--- src/rtl/isw_sched_pkg.sv ---
// Shared constants and types for the ISW masked-AND scheduler.
// The gadget is a fixed 3-share, 3-cycle ISW AND, so its geometry lives here
// rather than as top-level parameters.
package isw_sched_pkg;

  localparam int SHARES     = 3;
  localparam int RAND_W     = SHARES * (SHARES - 1) / 2;
  localparam int GAD_LAT    = 3;
  // One stage for the operand register in front of the gadget plus GAD_LAT
  // stages matching the gadget's own registers.
  localparam int TAG_STAGES = GAD_LAT + 1;
  // Wide enough for the largest supported requester count (4).
  localparam int ID_W       = 2;

  typedef enum logic [1:0] {
    RUN   = 2'd0,
    DRAIN = 2'd1,
    HALT  = 2'd2
  } state_t;

  typedef struct packed {
    logic            valid;
    logic [ID_W-1:0] id;
  } tag_t;

endpackage

--- src/rtl/isw_and_sched_rr_arbiter.sv ---
// Round-robin arbiter. The search starts at the pointer; the pointer moves to
// grant+1 only when the owner reports that the grant was actually used.
module rr_arbiter #(
  parameter int N  = 2,
  parameter int IW = (N > 1) ? $clog2(N) : 1
) (
  input  logic          clk,
  input  logic          reset,
  input  logic [N-1:0]  i_req,
  input  logic          i_advance,
  output logic [N-1:0]  o_grant,
  output logic [IW-1:0] o_grant_idx
);

  logic [IW-1:0] r_ptr;
  logic [IW-1:0] w_idx;
  logic          w_found;

  // Pick the first asserted request at or after the pointer, wrapping around.
  always_comb begin
    o_grant     = '0;
    o_grant_idx = '0;
    w_found     = 1'b0;
    w_idx       = '0;
    for (int off = 0; off < N; off++) begin
      w_idx = IW'((int'(r_ptr) + off) % N);
      if (!w_found && i_req[w_idx]) begin
        w_found        = 1'b1;
        o_grant[w_idx] = 1'b1;
        o_grant_idx    = w_idx;
      end
    end
  end

  // Pointer moves past the winner only on a used grant.
  always_ff @(posedge clk) begin
    if (reset) begin
      r_ptr <= '0;
    end else if (i_advance) begin
      r_ptr <= (o_grant_idx == IW'(N - 1)) ? '0 : o_grant_idx + IW'(1);
    end
  end

endmodule

--- src/rtl/isw_and_sched.sv ---
// Scheduler sharing one pipelined 3-share ISW AND gadget between NUM_REQ
// requesters. Each issue consumes exactly one randomness word; a tag pipeline
// returns every result to its owner GAD_LAT+1 cycles after the issue.
// A flush_req/flush_done handshake quiesces the gadget before reseeding.
// Build option: define ISW_SCHED_IDLE_ZERO_EN to drive the gadget inputs to
// zero in every cycle without an issue (default build holds them).
module isw_and_sched
  import isw_sched_pkg::*;
#(
  parameter int NUM_REQ = 2
) (
  input  logic                      clk,
  input  logic                      reset,
  input  logic [NUM_REQ-1:0]        req_valid,
  output logic [NUM_REQ-1:0]        req_ready,
  input  logic [NUM_REQ*SHARES-1:0] req_a,
  input  logic [NUM_REQ*SHARES-1:0] req_b,
  output logic [NUM_REQ-1:0]        rsp_valid,
  output logic [SHARES-1:0]         rsp_c,
  input  logic                      rnd_valid,
  input  logic [RAND_W-1:0]         rnd_data,
  output logic                      rnd_ready,
  output logic [SHARES-1:0]         gad_a,
  output logic [SHARES-1:0]         gad_b,
  output logic [RAND_W-1:0]         gad_r,
  input  logic [SHARES-1:0]         gad_c,
  input  logic                      flush_req,
  output logic                      flush_done
);

  localparam int IW = (NUM_REQ > 1) ? $clog2(NUM_REQ) : 1;

  state_t                r_state;
  state_t                w_state_next;
  tag_t                  r_tag [TAG_STAGES];
  logic [TAG_STAGES-1:0] w_tag_valid;
  logic                  w_busy_next;
  logic [NUM_REQ-1:0]    w_grant;
  logic [IW-1:0]         w_grant_idx;
  logic                  w_issue;
  logic [SHARES-1:0]     w_req_a [NUM_REQ];
  logic [SHARES-1:0]     w_req_b [NUM_REQ];
  logic [SHARES-1:0]     r_gad_a;
  logic [SHARES-1:0]     r_gad_b;
  logic [RAND_W-1:0]     r_gad_r;

  rr_arbiter #(
    .N  (NUM_REQ),
    .IW (IW)
  ) u_arb (
    .clk         (clk),
    .reset       (reset),
    .i_req       (req_valid),
    .i_advance   (w_issue),
    .o_grant     (w_grant),
    .o_grant_idx (w_grant_idx)
  );

  genvar gi;
  generate
    for (gi = 0; gi < TAG_STAGES; gi++) begin : g_tag_valid
      assign w_tag_valid[gi] = r_tag[gi].valid;
    end
    for (gi = 0; gi < NUM_REQ; gi++) begin : g_req
      assign w_req_a[gi]   = req_a[gi*SHARES +: SHARES];
      assign w_req_b[gi]   = req_b[gi*SHARES +: SHARES];
      // Only a live tag can raise a response; stale gadget data never does.
      assign rsp_valid[gi] = r_tag[GAD_LAT].valid &&
                             (r_tag[GAD_LAT].id == ID_W'(gi)) && !reset;
    end
  endgenerate

  // While draining nothing enters stage 0, so the last stage empties this
  // cycle; the pipeline is empty next cycle when the earlier stages are empty.
  // This lands flush_done exactly one cycle after the final response.
  assign w_busy_next = |w_tag_valid[GAD_LAT-1:0];

  // FSM state register.
  always_ff @(posedge clk) begin
    if (reset) begin
      r_state <= RUN;
    end else begin
      r_state <= w_state_next;
    end
  end

  // Next state plus issue/flush outputs; issue needs RUN, no flush, fresh
  // randomness and at least one request.
  always_comb begin
    w_state_next = r_state;
    w_issue      = 1'b0;
    flush_done   = 1'b0;
    case (r_state)
      RUN: begin
        if (flush_req) begin
          w_state_next = DRAIN;
        end else begin
          w_issue = rnd_valid && (|req_valid) && !reset;
        end
      end
      DRAIN: begin
        if (!w_busy_next) begin
          w_state_next = HALT;
        end
      end
      HALT: begin
        flush_done = !reset;
        if (!flush_req) begin
          w_state_next = RUN;
        end
      end
      default: w_state_next = RUN;
    endcase
  end

  assign req_ready = w_issue ? w_grant : '0;
  assign rnd_ready = w_issue;

  // Tag pipeline travels alongside the operand register and gadget stages.
  always_ff @(posedge clk) begin
    if (reset) begin
      for (int i = 0; i < TAG_STAGES; i++) begin
        r_tag[i] <= '0;
      end
    end else begin
      r_tag[0].valid <= w_issue;
      r_tag[0].id    <= ID_W'(w_grant_idx);
      for (int i = 1; i < TAG_STAGES; i++) begin
        r_tag[i] <= r_tag[i-1];
      end
    end
  end

  // Operand/randomness register feeding the gadget.
  always_ff @(posedge clk) begin
    if (reset) begin
      r_gad_a <= '0;
      r_gad_b <= '0;
      r_gad_r <= '0;
    end else if (w_issue) begin
      r_gad_a <= w_req_a[w_grant_idx];
      r_gad_b <= w_req_b[w_grant_idx];
      r_gad_r <= rnd_data;
    end
`ifdef ISW_SCHED_IDLE_ZERO_EN
    else begin
      // Zero between operations so shares of consecutive ops never meet.
      r_gad_a <= '0;
      r_gad_b <= '0;
      r_gad_r <= '0;
    end
`endif
  end

  assign gad_a = r_gad_a;
  assign gad_b = r_gad_b;
  assign gad_r = r_gad_r;
  assign rsp_c = gad_c;

endmodule

--- config.mk ---
export PLATFORM = sky130hd
export DESIGN_NAME = isw_and_sched
export DESIGN_NICKNAME = d
export VERILOG_FILES = /design/src/rtl/isw_sched_pkg.sv /design/src/rtl/isw_and_sched_rr_arbiter.sv /design/src/rtl/isw_and_sched.sv
export SDC_FILE = /design/constraint.sdc
export NUM_CORES = 1
export LEC_CHECK = 0
export BUFFER_PORTS_ARGS = -buffer_cell sky130_fd_sc_hd__buf_2
export CAP_MARGIN = 20
export CORE_MARGIN = 10
export CORE_UTILIZATION = 48
export CTS_CLUSTER_SIZE = 30
export DETAILED_ROUTE_END_ITERATION = 7
export GPL_TIMING_DRIVEN = 0
export PLACE_DENSITY_LB_ADDON = 0.05
export RECOVER_POWER = 50
export SLEW_MARGIN = 0
export SYNTH_ARGS = -nofsm -noshare
export SYNTH_HDL_FRONTEND = slang
export SYNTH_SLANG_ARGS = --single-unit
--- constraint.sdc ---
create_clock -name clk -period 1.8 [get_ports clk]
set_input_delay 0.36 -clock clk [delete_from_list [all_inputs] [get_ports clk]]
set_output_delay 0.36 -clock clk [all_outputs]
set_load 0.02 [all_outputs]
Word level (Yosys, flattened, before mapping)
Memory sizes are Yosys's and may differ from the RTL's.
Cells that the tools add are included.
{"block": "word_totals", "register_bits": 12, "mem_bits_rw": 12, "in_bits": 24, "out_inout_bits": 18, "mem_count": 1}
{"memory": "r_tag", "words": 4, "word_bits": 3, "read_ports": 4, "rd_ports_with_merged_regs": 0, "wr": 4, "line_no": "isw_and_sched.sv:35", "source": "tag_t r_tag [TAG_STAGES];"}
{"block": "op_classes", "addsub": 2, "n_lt_le_gt_ge": 5, "eq_ne": 6, "n_mux": 36, "n_bitwise": 7, "n_reduce_logical": 16}
{"op": "two-way mux 3 bit", "n": 9}
{"op": "two-way mux 1 bit", "n": 17}
{"op": "two-way mux 2 bit", "n": 7}
{"op": "logical AND 1 bit", "n": 9}
{"op": "!= test 2 bit (second input constant)", "n": 3}
{"op": "case mux 2 bit (3 select lines)", "n": 1}
{"op": "bitwise OR 1 bit", "n": 5}
{"op": "== test 2 x 1 -> 1 bit (second input constant)", "n": 2}
{"op": "logical NOT 2 bit", "n": 2}
{"op": "< comparator 1 x 2 -> 1 bit (second input constant)", "n": 2}
{"op": "AND reduction 3 bit", "n": 1}
{"op": "OR reduction 3 bit", "n": 1}
{"op": "adder 1 bit (second input constant)", "n": 2}
{"op": "demux 1 bit (select 1 bit)", "n": 2}
{"op": "== test 2 bit (second input constant)", "n": 1}
{"op": "greater-or-equal comparator 1 bit (second input constant)", "n": 2}
{"op": "greater-or-equal comparator 2 bit (second input constant)", "n": 1}
{"op": "logical NOT 1 bit", "n": 2}
{"op": "NOT 1 -> 2 bit", "n": 1}
{"op": "bitwise OR 2 bit", "n": 1}
{"op": "OR reduction 2 bit", "n": 1}

Depth between registers and ports, before layout
Gate-level depths: netlist of the first run.
{"block": "logic_depth", "word_depth": 10, "ltp_mapped": 5}

Modules after synthesis
A second synthesis of the first run with hierarchy kept.
{"block": "hier_totals", "cells_unflattened": 84, "area_unflattened_um2": 904.6}
{"mod": "isw_and_sched", "n_inst": 1, "cells_each": 77, "area_per_inst_um2": 829.5}
{"mod": "rr_arbiter", "n_inst": 1, "cells_each": 7, "area_per_inst_um2": 75.1}

Worst setup path after synthesis of the first run
No wires, ideal clock.
{"block": "synth_path", "kind": "input -> output", "startpoint": "in req_valid[0]", "endpoint": "out req_ready[1]", "t_arrival_ns": 1.127, "required_ns": 1.440, "setup_slack_ns": 0.313, "cell_stages": 4, "path_buffers": 1, "path_cell_list": "and2b_1 -> clkbuf_1 -> nand2b_1 -> nor2_1"}
{"block": "synth_via", "elab_chain_len": 7, "word_cells_on_any_way": 16}
{"item": "start: declaration", "line_no": "isw_and_sched.sv:14", "source": "input logic [NUM_REQ-1:0] req_valid,"}
{"item": "two-way mux 1 bit (implied by the code) (2 in a row)", "line_no": "isw_and_sched_rr_arbiter.sv:27", "source": "if (!w_found && i_req[w_idx]) begin"}
{"item": "two-way mux 1 bit", "line_no": "isw_and_sched_rr_arbiter.sv:27"}
{"item": "logical NOT 1 bit", "line_no": "isw_and_sched_rr_arbiter.sv:27"}
{"item": "logical AND 1 bit", "line_no": "isw_and_sched_rr_arbiter.sv:27"}
{"item": "two-way mux 2 bit", "line_no": "isw_and_sched_rr_arbiter.sv:27"}
{"item": "two-way mux 2 bit (*)", "line_no": "isw_and_sched.sv:116", "source": "assign req_ready = w_issue ? w_grant : '0;"}
{"item": "end: declaration", "line_no": "isw_and_sched.sv:15", "source": "output logic [NUM_REQ-1:0] req_ready,"}
Every way passes the cells marked *; elsewhere a longest branch is shown, timed or not. The select of a mux whose other input is x is not followed.

Final worst setup path of the first run
{"block": "layout_path", "startpoint": "reg r_state[0]", "endpoint": "out req_ready[0]"}
{"block": "layout_via", "elab_chain_len": 3}
{"item": "start: declaration", "line_no": "isw_and_sched.sv:33", "source": "state_t r_state;"}
{"item": "start signal: assignment", "line_no": "isw_and_sched.sv:83", "source": "r_state <= w_state_next;"}
{"item": "logical NOT 2 bit", "line_no": "isw_and_sched.sv:93", "source": "case (r_state)"}
{"item": "two-way mux 1 bit", "line_no": "isw_and_sched.sv:93"}
{"item": "two-way mux 2 bit", "line_no": "isw_and_sched.sv:116"}
No other way between the ends.

==> impl_metrics.env, run 1 <==
export IMPL_drc=0
export IMPL_io_buffers=37
export IMPL_cts_tree="built"
export IMPL_fp_dieH_um=62.8
export IMPL_period_share_pct=96.9
export IMPL_cts_buffers=3
export IMPL_hold_buffers=0
export IMPL_die_area_um2=3940
export IMPL_die_w_um=62.8
export IMPL_insertedDiodeCount=0
export IMPL_syn_to_final_growth_pct=32.6
export IMPL_async_flop_share_pct=0
export IMPL_drv_slew=0
export IMPL_worstSetupPathType="reg -> out"
export IMPL_antenna_found_initial=0
export IMPL_final_core_util_pct=67.5
export IMPL_power_density_nw_per_um2=764
export IMPL_hpwl_um=1760
export IMPL_vias=799
export IMPL_synth_fp_nets=117
export IMPL_cp_cell_sequence="nor4_4 -> nand2_2 -> nor2_1 -> buf_4"
export IMPL_rsz0062_at_grt="yes"
export IMPL_tightest_slew_ps=526
export IMPL_fin_worst_skew_ps=8.22
export IMPL_synth_edff_count=0
export IMPL_start_kind="flip-flop"
export IMPL_ys_ff_latch=20
export IMPL_synthFlopType="dfxtp_1"
export IMPL_slew_headroom_pct=65.0
export IMPL_fmax_ghz=0.573
export IMPL_layout_min_cycle_time_ps=1740
export IMPL_grt_max_degree=15
export IMPL_start_util_pct=50.9
export IMPL_fillers=167
export IMPL_crit_path_end_kind="output port"
export IMPL_setup_viol=0
export IMPL_ys_warnings_count=0
export IMPL_first_pass_iters=4
export IMPL_drt_total_wl_um=2170
export IMPL_cp_top_family="simple AND/OR/NAND/NOR gates"
export IMPL_crit_slowest_cell="dfxtp_4"
export IMPL_layout_drive_gt1_share_pct=43.3
export IMPL_syn_inst=93
export IMPL_fin_nets=159
export IMPL_rows=15
export IMPL_viasPerCell=5.03
export IMPL_clk_transition_reported_paths_ps=120
export IMPL_crit_buf_inv=1
export IMPL_root_buffer="clkbuf_4"
export IMPL_hold_viol=0
export IMPL_cp_arrival_ps=1380
export IMPL_gp_congestion=0.700
export IMPL_grt_use_total_pct=10.9
export IMPL_cp_required_ps=1440
export IMPL_ant_nets=0
export IMPL_core_area_um2=1730
export IMPL_worst_path_largest_cell_delay_ps=380
export IMPL_grt_pass1_vias=791
export IMPL_initialDrtViolationCount=6
export IMPL_place_area_um2=1100
export IMPL_htreeDepth=1
export IMPL_status="complete, no violations"
export IMPL_ios=42
export IMPL_drv_cap=0
export IMPL_leakagePower_nw=0.495
export IMPL_ir_worst_vdd_mv=0.403
export IMPL_hold_class="in -> reg"
export IMPL_gr_total_overflow=0
export IMPL_ys_types=25
export IMPL_cts_sinks=20
export IMPL_design_area_um2=1170
export IMPL_syn_area_per_cell_um2=9.46
export IMPL_grt_pass1_wl_um=3590
export IMPL_syn_area_um2=880
export IMPL_ys_seq_area_share_pct=45.5
export IMPL_crit_fanout=6
export IMPL_wl_per_cell_um=13.7
export IMPL_cts_buffer_depth=2
export IMPL_insertion_delay_ps=300
[state kept, by name, summed over array words and instances, names as in the netlist]
signal       cells
r_state          2
gad_b            3
r_tag            8
gad_r            3
gad_a            3
u_arb.r_ptr      1
[cells in the final DEF, fill, tap and decap left out]
cell type,instances
nand3_1,3
buf_2,33
dfxtp_2,1
dfxtp_1,18
nor4b_1,1
a211oi_1,1
buf_4,7
inv_1,2
o21ai_0,10
nor2b_1,6
clkbuf_8,1
a21oi_1,11
and3b_1,1
nor3b_1,2
buf_1,1
nor2_2,1
nor4_4,1
clkbuf_4,3
o21a_1,1
or4_1,1
nor4_1,1
a311oi_2,6
nor2_1,4
nand2b_1,2
and2b_2,1
nand2_2,1
nand3b_1,7
inv_4,1
clkbuf_1,4
buf_6,1
dfxtp_4,1
[synth_stat cells (2+ instances only)]
cell type / number / area share (%)
dfxtp_1: 20 / 46
a21oi_1: 11 / 6.3
o21ai_0: 10 / 5.7
nand3b_1: 7 / 6.0
a311oi_2: 6 / 10
nor2b_1: 6 / 4.3
nor2_1: 5 / 2.1
buf_4: 4 / 3.4
nand3_1: 3 / 1.7
buf_2: 2 / 1.1
clkbuf_1: 2 / 0.85
inv_1: 2 / 0.85
nand2b_1: 2 / 1.4
nor3b_1: 2 / 1.7
[layout make-up]
cell class / count / area [um^2] / area share (%)
repair buffers: 38 / 200 / 17.2
well taps: 25 / 31.3 / 2.68
flip-flops and latches: 20 / 405 / 34.8
multi-input cells: 61 / 432 / 37.0
clock buffers: 4 / 36.3 / 3.11
inverters: 3 / 13.8 / 1.18
plain buffers: 8 / 47.5 / 4.08
[metal layers]
metal	vias to the layer above	global-route usage, %	wire length, um
li1	412	-	-
met1	358	12.3	1030
met2	27	17.7	1030
met3	2	2.87	86
met4	0	6.98	28
met5	-	0	0
[power by group]
group | switching, mW | internal, mW
clock network | 0.137 | 0.123
registers | 0.0127 | 0.461
logic | 0.0891 | 0.0682
[final timing paths]
path	startpoint	end	slack, ps	depth (start not counted)
worst max register to register	r_state[1]	gad_r[1]	470	3
worst min-delay path	rnd_data[1]	gad_r[1]	300	3
worst min register to register	r_tag[0][3]	r_tag[0][6]	450	1
worst max-delay path	r_state[0]	req_ready[0]	60	4
[worst register-to-register path: cells and delay by family, from the launching register on]
kind / cells / cell delay (ps)
flip-flops: 1 / 370
AO/OA/AOI/OAI: 2 / 270
AND/OR/NAND/NOR: 1 / 570
[per-stage QoR]
stage / setup slack (ps) / TNS [ps] / std cells / power, mW / hold WS [ps]
floorplan: 313 / 0 / 93 / 0.581 / 414
global placement: 116 / 0 / 155 / 0.632 / 417
detailed placement: 96.3 / 0 / 155 / 0.635 / 425
CTS: 10.2 / 0 / 159 / 0.899 / 286
global route: -43.7 / -87.4 / 159 / 0.941 / 277
finish: 55.8 / 0 / 159 / 0.891 / 296
[logic make-up after synthesis]
group                  count (synthesis)  synth area share, %
buffers and inverters                 12                 7.11
AOI/OAI and AO/OA                     29                 23.9
and+or+nand+nor                       32                 23.5
DFF                                   20                 45.5
[repair_timing]
action,in CTS,in global routing
buffers inserted,1,0
setup endpoints to repair,3,3
gates resized for setup,6,6
pin swaps,1,4
Power figures use the tool's default switching activity.
==> run 2, diff against run 1 <==
Settings changed: CELL_PAD_IN_SITES_DETAIL_PLACEMENT set to 0, CELL_PAD_IN_SITES_GLOBAL_PLACEMENT set to 1, CORE_UTILIZATION 48 to 34, MAX_ROUTING_LAYER set to met4.
==> run 2 against run 1 <==
  * Final cell count grew 3.8%
  * Via count grew 1.8%
  * Wire length grew 14%
  * Worst setup slack lost 3.5 ps
  * First-iteration DRC count grew to 8.0 times the previous value
  * Count of clock-buffer cells in the layout shrank 1
  * Power grew 14%
  * Fmax shrank 0.20%
  * Die area grew 27%
  * Largest power group unchanged
==> impl_metrics.env, run 2 (synthesis results as in run 1) <==
export IMPL_cts_tree="built"
export IMPL_insertedDiodeCount=0
export IMPL_place_area_um2=1100
export IMPL_layout_min_cycle_time_ps=1750
export IMPL_cp_arrival_ps=1390
export IMPL_rsz0062_at_grt="yes"
export IMPL_gr_total_overflow=0
export IMPL_hp_start="reset"
export IMPL_fin_worst_skew_ps=13.8
export IMPL_fp_dieH_um=70.9
export IMPL_startpoint="r_state[0]"
export IMPL_largest_reg_flops=8
export IMPL_layout_drive_gt1_share_pct=43.7
export IMPL_clk_transition_reported_paths_ps=130
export IMPL_power_density_nw_per_um2=854
export IMPL_ir_worst_vdd_mv=0.537
export IMPL_io_buffers=37
export IMPL_grt_pass1_wl_um=4080
export IMPL_crit_path_end_kind="output port"
export IMPL_holdPathStages=2
export IMPL_htreeDepth=1
export IMPL_insertion_delay_ps=310
export IMPL_initialDrtViolationCount=48
export IMPL_regMostFlops="r_tag"
export IMPL_period_share_pct=97.1
export IMPL_cts_sinks=20
export IMPL_ant_nets=0
export IMPL_mostFrequentLayoutCells="34 x buf_2, 18 x dfxtp_1, 11 x a21oi_1, 10 x o21ai_0, 8 x buf_4"
export IMPL_hold_class="in -> reg"
export IMPL_drt_total_wl_um=2470
export IMPL_slew_headroom_pct=63.7
export IMPL_hold_buffers=0
export IMPL_crit_fanout=6
export IMPL_fin_nets=160
export IMPL_final_core_util_pct=48.0
export IMPL_design_area_um2=1190
export IMPL_first_pass_iters=4
export IMPL_setup_viol=0
export IMPL_vias=813
export IMPL_fmax_ghz=0.572
export IMPL_route_met2_wl_um=1200
export IMPL_cts_buffer_depth=2
export IMPL_drv_slew=0
export IMPL_tightest_slew_ps=544
export IMPL_hold_viol=0
export IMPL_leakagePower_nw=0.506
export IMPL_final_common_cell="buf_2"
export IMPL_r2r_cells=3
export IMPL_worstSetupPathType="reg -> out"
export IMPL_cts_buffers=3
export IMPL_core_area_um2=2480
export IMPL_ios=42
export IMPL_antenna_found_initial=0
export IMPL_status="complete, no violations"
export IMPL_grt_max_degree=15
export IMPL_syn_to_final_growth_pct=35.1
export IMPL_start_util_pct=35.5
export IMPL_viasPerCell=4.93
export IMPL_die_w_um=70.9
export IMPL_wl_met3_um=72
export IMPL_rows=18
export IMPL_drc=0
export IMPL_grt_use_total_pct=10.2
export IMPL_gp_congestion=0.700
export IMPL_root_buffer="clkbuf_4"
export IMPL_drt_met1_wl_um=1170
export IMPL_dr_max_layer_used="met4"
export IMPL_hpwl_um=1870
export IMPL_drv_cap=0
export IMPL_wl_per_cell_um=15.0
export IMPL_cp_required_ps=1440
export IMPL_holdWs_ps=287
export IMPL_die_area_um2=5020
export IMPL_start_kind="flip-flop"
export IMPL_r2r_start="r_state[0]"
export IMPL_grt_pass1_vias=895
export IMPL_total_power_mw=1.01
==> run 2: worst paths after layout <==
check,to,slack [ps]
min,r_tag[0][3],290
min reg2reg,r_tag[0][9],460
max reg2reg,gad_r[0],460
max,req_ready[1],50
==> run 2: critical path: stages (launching register included) <==
cell     delay (ps)
dfxtp_2         380
nor4_4          250
nand2_2         150
nor2_1          140
buf_4           160
==> run 2: per-stage QoR <==
| step | cells | TNS, ps | setup slack [ps] |
|---|---|---|---|
| 2_1_floorplan | 93 | 0 | 313 |
| 3_3_place_gp | 160 | 0 | 72.8 |
| 3_5_place_dp | 160 | 0 | 49.5 |
| 4_1_cts | 165 | 0 | 17.5 |
| 5_1_grt | 165 | -12.3 | -12.3 |
| 6_report | 165 | 0 | 52.4 |
==> run 2: routing by layer <==
layer / global-route usage (%) / vias to the layer above
li1: - / 416
met3: 1.53 / 2
met2: 16.8 / 27
met5: - / -
met1: 11.3 / 368
met4: 6.24 / 0
==> run 2: what timing repair did <==
action / CTS / global route
resized for setup: 7 / 3
pin swaps: 4 / 2
setup buffers: 2 / 0
setup endpoints to repair: 3 / 2
==> run 2: area by class of cell <==
type / instances / area, um^2
Timing Repair Buffer: 39 / 201
Tap cell: 30 / 37.5
Buffer: 8 / 47.5
Sequential cell: 20 / 403
Multi-Input combinational cell: 61 / 433
Clock inverter: 1 / 30.0
Clock buffer: 3 / 22.5
Inverter: 3 / 13.8
Fill cell: 269 / 1290
==> run 2: power by group <==
group	leakage (nW)	switching, mW	internal, mW
combinational	0.315	0.0926	0.0694
clock	0.0279	0.153	0.225
sequential	0.163	0.0134	0.461
==> run 3, diff against run 2 <==
Settings changed: PLACE_DENSITY_LB_ADDON 0.05 to 0.1.
==> run 3 against run 2 <==
  * Clock power decreased by 29%
  * Combinational power about the same
  * Highest routed layer unchanged
  * First-iteration DRC count decreased by 79%
  * Worst hold slack got worse by 2.5 ps
==> impl_metrics.env, run 3 (synthesis results as in run 1) <==
export IMPL_status="complete, no violations"
export IMPL_crit_fanout=6
export IMPL_die_area_um2=5020
export IMPL_syn_to_final_growth_pct=34.0
export IMPL_drv_cap=0
export IMPL_grt_max_degree=15
export IMPL_slew_headroom_pct=63.6
export IMPL_holdPathEnd="gad_r[0]"
export IMPL_leakagePower_nw=0.502
export IMPL_worst_path_largest_cell_delay_ps=370
export IMPL_hp_start="rnd_data[0]"
export IMPL_wl_per_cell_um=14.1
export IMPL_insertion_delay_ps=310
export IMPL_core_area_um2=2480
export IMPL_setup_viol=0
export IMPL_r2r_start="r_state[0]"
export IMPL_regMostFlops="r_tag"
export IMPL_first_pass_iters=3
export IMPL_layout_min_cycle_time_ps=1730
export IMPL_io_buffers=37
export IMPL_ir_worst_vdd_mv=0.335
export IMPL_viasPerCell=4.93
export IMPL_initialDrtViolationCount=10
export IMPL_r2r_cells=3
export IMPL_cts_buffers=3
export IMPL_final_common_cell="buf_2"
export IMPL_power_density_nw_per_um2=767
export IMPL_grt_use_total_pct=9.55
export IMPL_dp_cells=160
export IMPL_r2r_end="gad_r[0]"
export IMPL_rows=18
export IMPL_drc=0
export IMPL_fmax_ghz=0.577
export IMPL_hpwl_um=1820
export IMPL_layout_drive_gt1_share_pct=43.4
export IMPL_cp_arrival_ps=1370
export IMPL_r2r_slack_ps=460
export IMPL_cp_required_ps=1440
export IMPL_root_buffer="clkbuf_4"
export IMPL_clk_transition_reported_paths_ps=110
export IMPL_ios=42
export IMPL_finalSetupTns_ps=0
export IMPL_crit_path_end_kind="output port"
export IMPL_worstSetupPathType="reg -> out"
export IMPL_gp_congestion=0.721
export IMPL_period_share_pct=96.3
export IMPL_cts_tree="built"
export IMPL_hold_buffers=0
export IMPL_crit_slowest_cell="dfxtp_2"
export IMPL_die_w_um=70.9
export IMPL_cp_cell_sequence="nor4_4 -> nand2_2 -> nor2_1 -> buf_4"
export IMPL_antenna_found_initial=0
export IMPL_fin_nets=161
export IMPL_holdPathStages=3
export IMPL_cts_buffer_depth=2
export IMPL_cts_sinks=20
export IMPL_mostFrequentLayoutCells="34 x buf_2, 19 x dfxtp_1, 11 x a21oi_1, 10 x o21ai_0, 9 x buf_4"
export IMPL_gr_total_overflow=0
export IMPL_tightest_slew_ps=546
export IMPL_drt_total_wl_um=2340
export IMPL_vias=818
export IMPL_largest_reg_flops=8
export IMPL_hold_viol=0
export IMPL_fp_dieH_um=70.9
export IMPL_htreeDepth=1
export IMPL_fin_worst_skew_ps=2.83
export IMPL_instances_no_fill=166
export IMPL_insertedDiodeCount=0
export IMPL_drv_slew=0
export IMPL_start_kind="flip-flop"
export IMPL_ant_nets=0
export IMPL_start_util_pct=35.5
export IMPL_grt_pass1_wl_um=3840
export IMPL_hold_class="in -> reg"
export IMPL_grt_pass1_vias=896
==> run 3: cell types whose count changed in the layout (fill, tap and decap cells not counted), sizes merged <==
cell,before,now
clkbuf,7,9
bufinv,1,0
==> run 3: how the worst max path moves through the flow <==
stage,startpoint,endpoint,slack (ps),cells past startpoint
6_report,r_state[1],req_ready[1],70,4
5_1_grt,r_state[1],req_ready[1],-2,4
4_1_cts,r_state[0],req_ready[0],9,4
3_5_place_dp,req_valid[0],req_ready[1],90,6
3_3_place_gp,req_valid[0],req_ready[1],80,6
2_1_floorplan,req_valid[0],req_ready[1],310,4
==> run 3: cell type report <==
class | instances | area, um^2
fillers | 269 | 1300
multi-input cells | 61 | 433
flip-flops and latches | 20 | 402
repair buffers | 40 | 209
plain buffers | 8 | 47.5
well taps | 30 | 37.5
clock buffers | 4 | 36.3
inverters | 3 | 13.8
==> run 3: worst max-delay path, delay by kind of cell, from the launching register on <==
kind / cells / cell delay, ps
buffers and inverters: 1 / 150
DFF: 1 / 370
and+or+nand+nor: 3 / 540
==> run 3: stage by stage <==
step                util (%)  cell area (um^2)  power, mW  setup WS (ps)  hold WS, ps
floorplan                  -               880      0.581            313          414
global placement        44.5              1100      0.637           79.4          421
detailed placement      44.5              1100      0.638           85.1          427
CTS                     47.0              1160      0.910           8.57          282
global route            47.6              1180      0.947          -2.01          291
finish                  47.6              1180      0.904           66.7          285
==> run 3: report_power, final <==
group          total, mW  switching (mW)  internal [mW]
registers          0.474          0.0128          0.461
clock network      0.268           0.145          0.124
logic              0.162          0.0913         0.0705
total              0.904           0.249          0.655
==> run 3: metal layers <==
metal  vias to the layer above  GRT usage [%]  share of wire [%]
met5                         -              -                  0
met4                         0           6.45                2.9
li1                        422              -                  -
met1                       365           10.2                 47
met3                         5           1.39                2.1
met2                        26           15.9                 48
==> run 3: repair_timing <==
item	in CTS	in global routing
buffers inserted	2	1
pin swaps	2	2
gates resized for setup	4	7
endpoints found under the hold margin	0	0
endpoints found under the setup margin	3	2
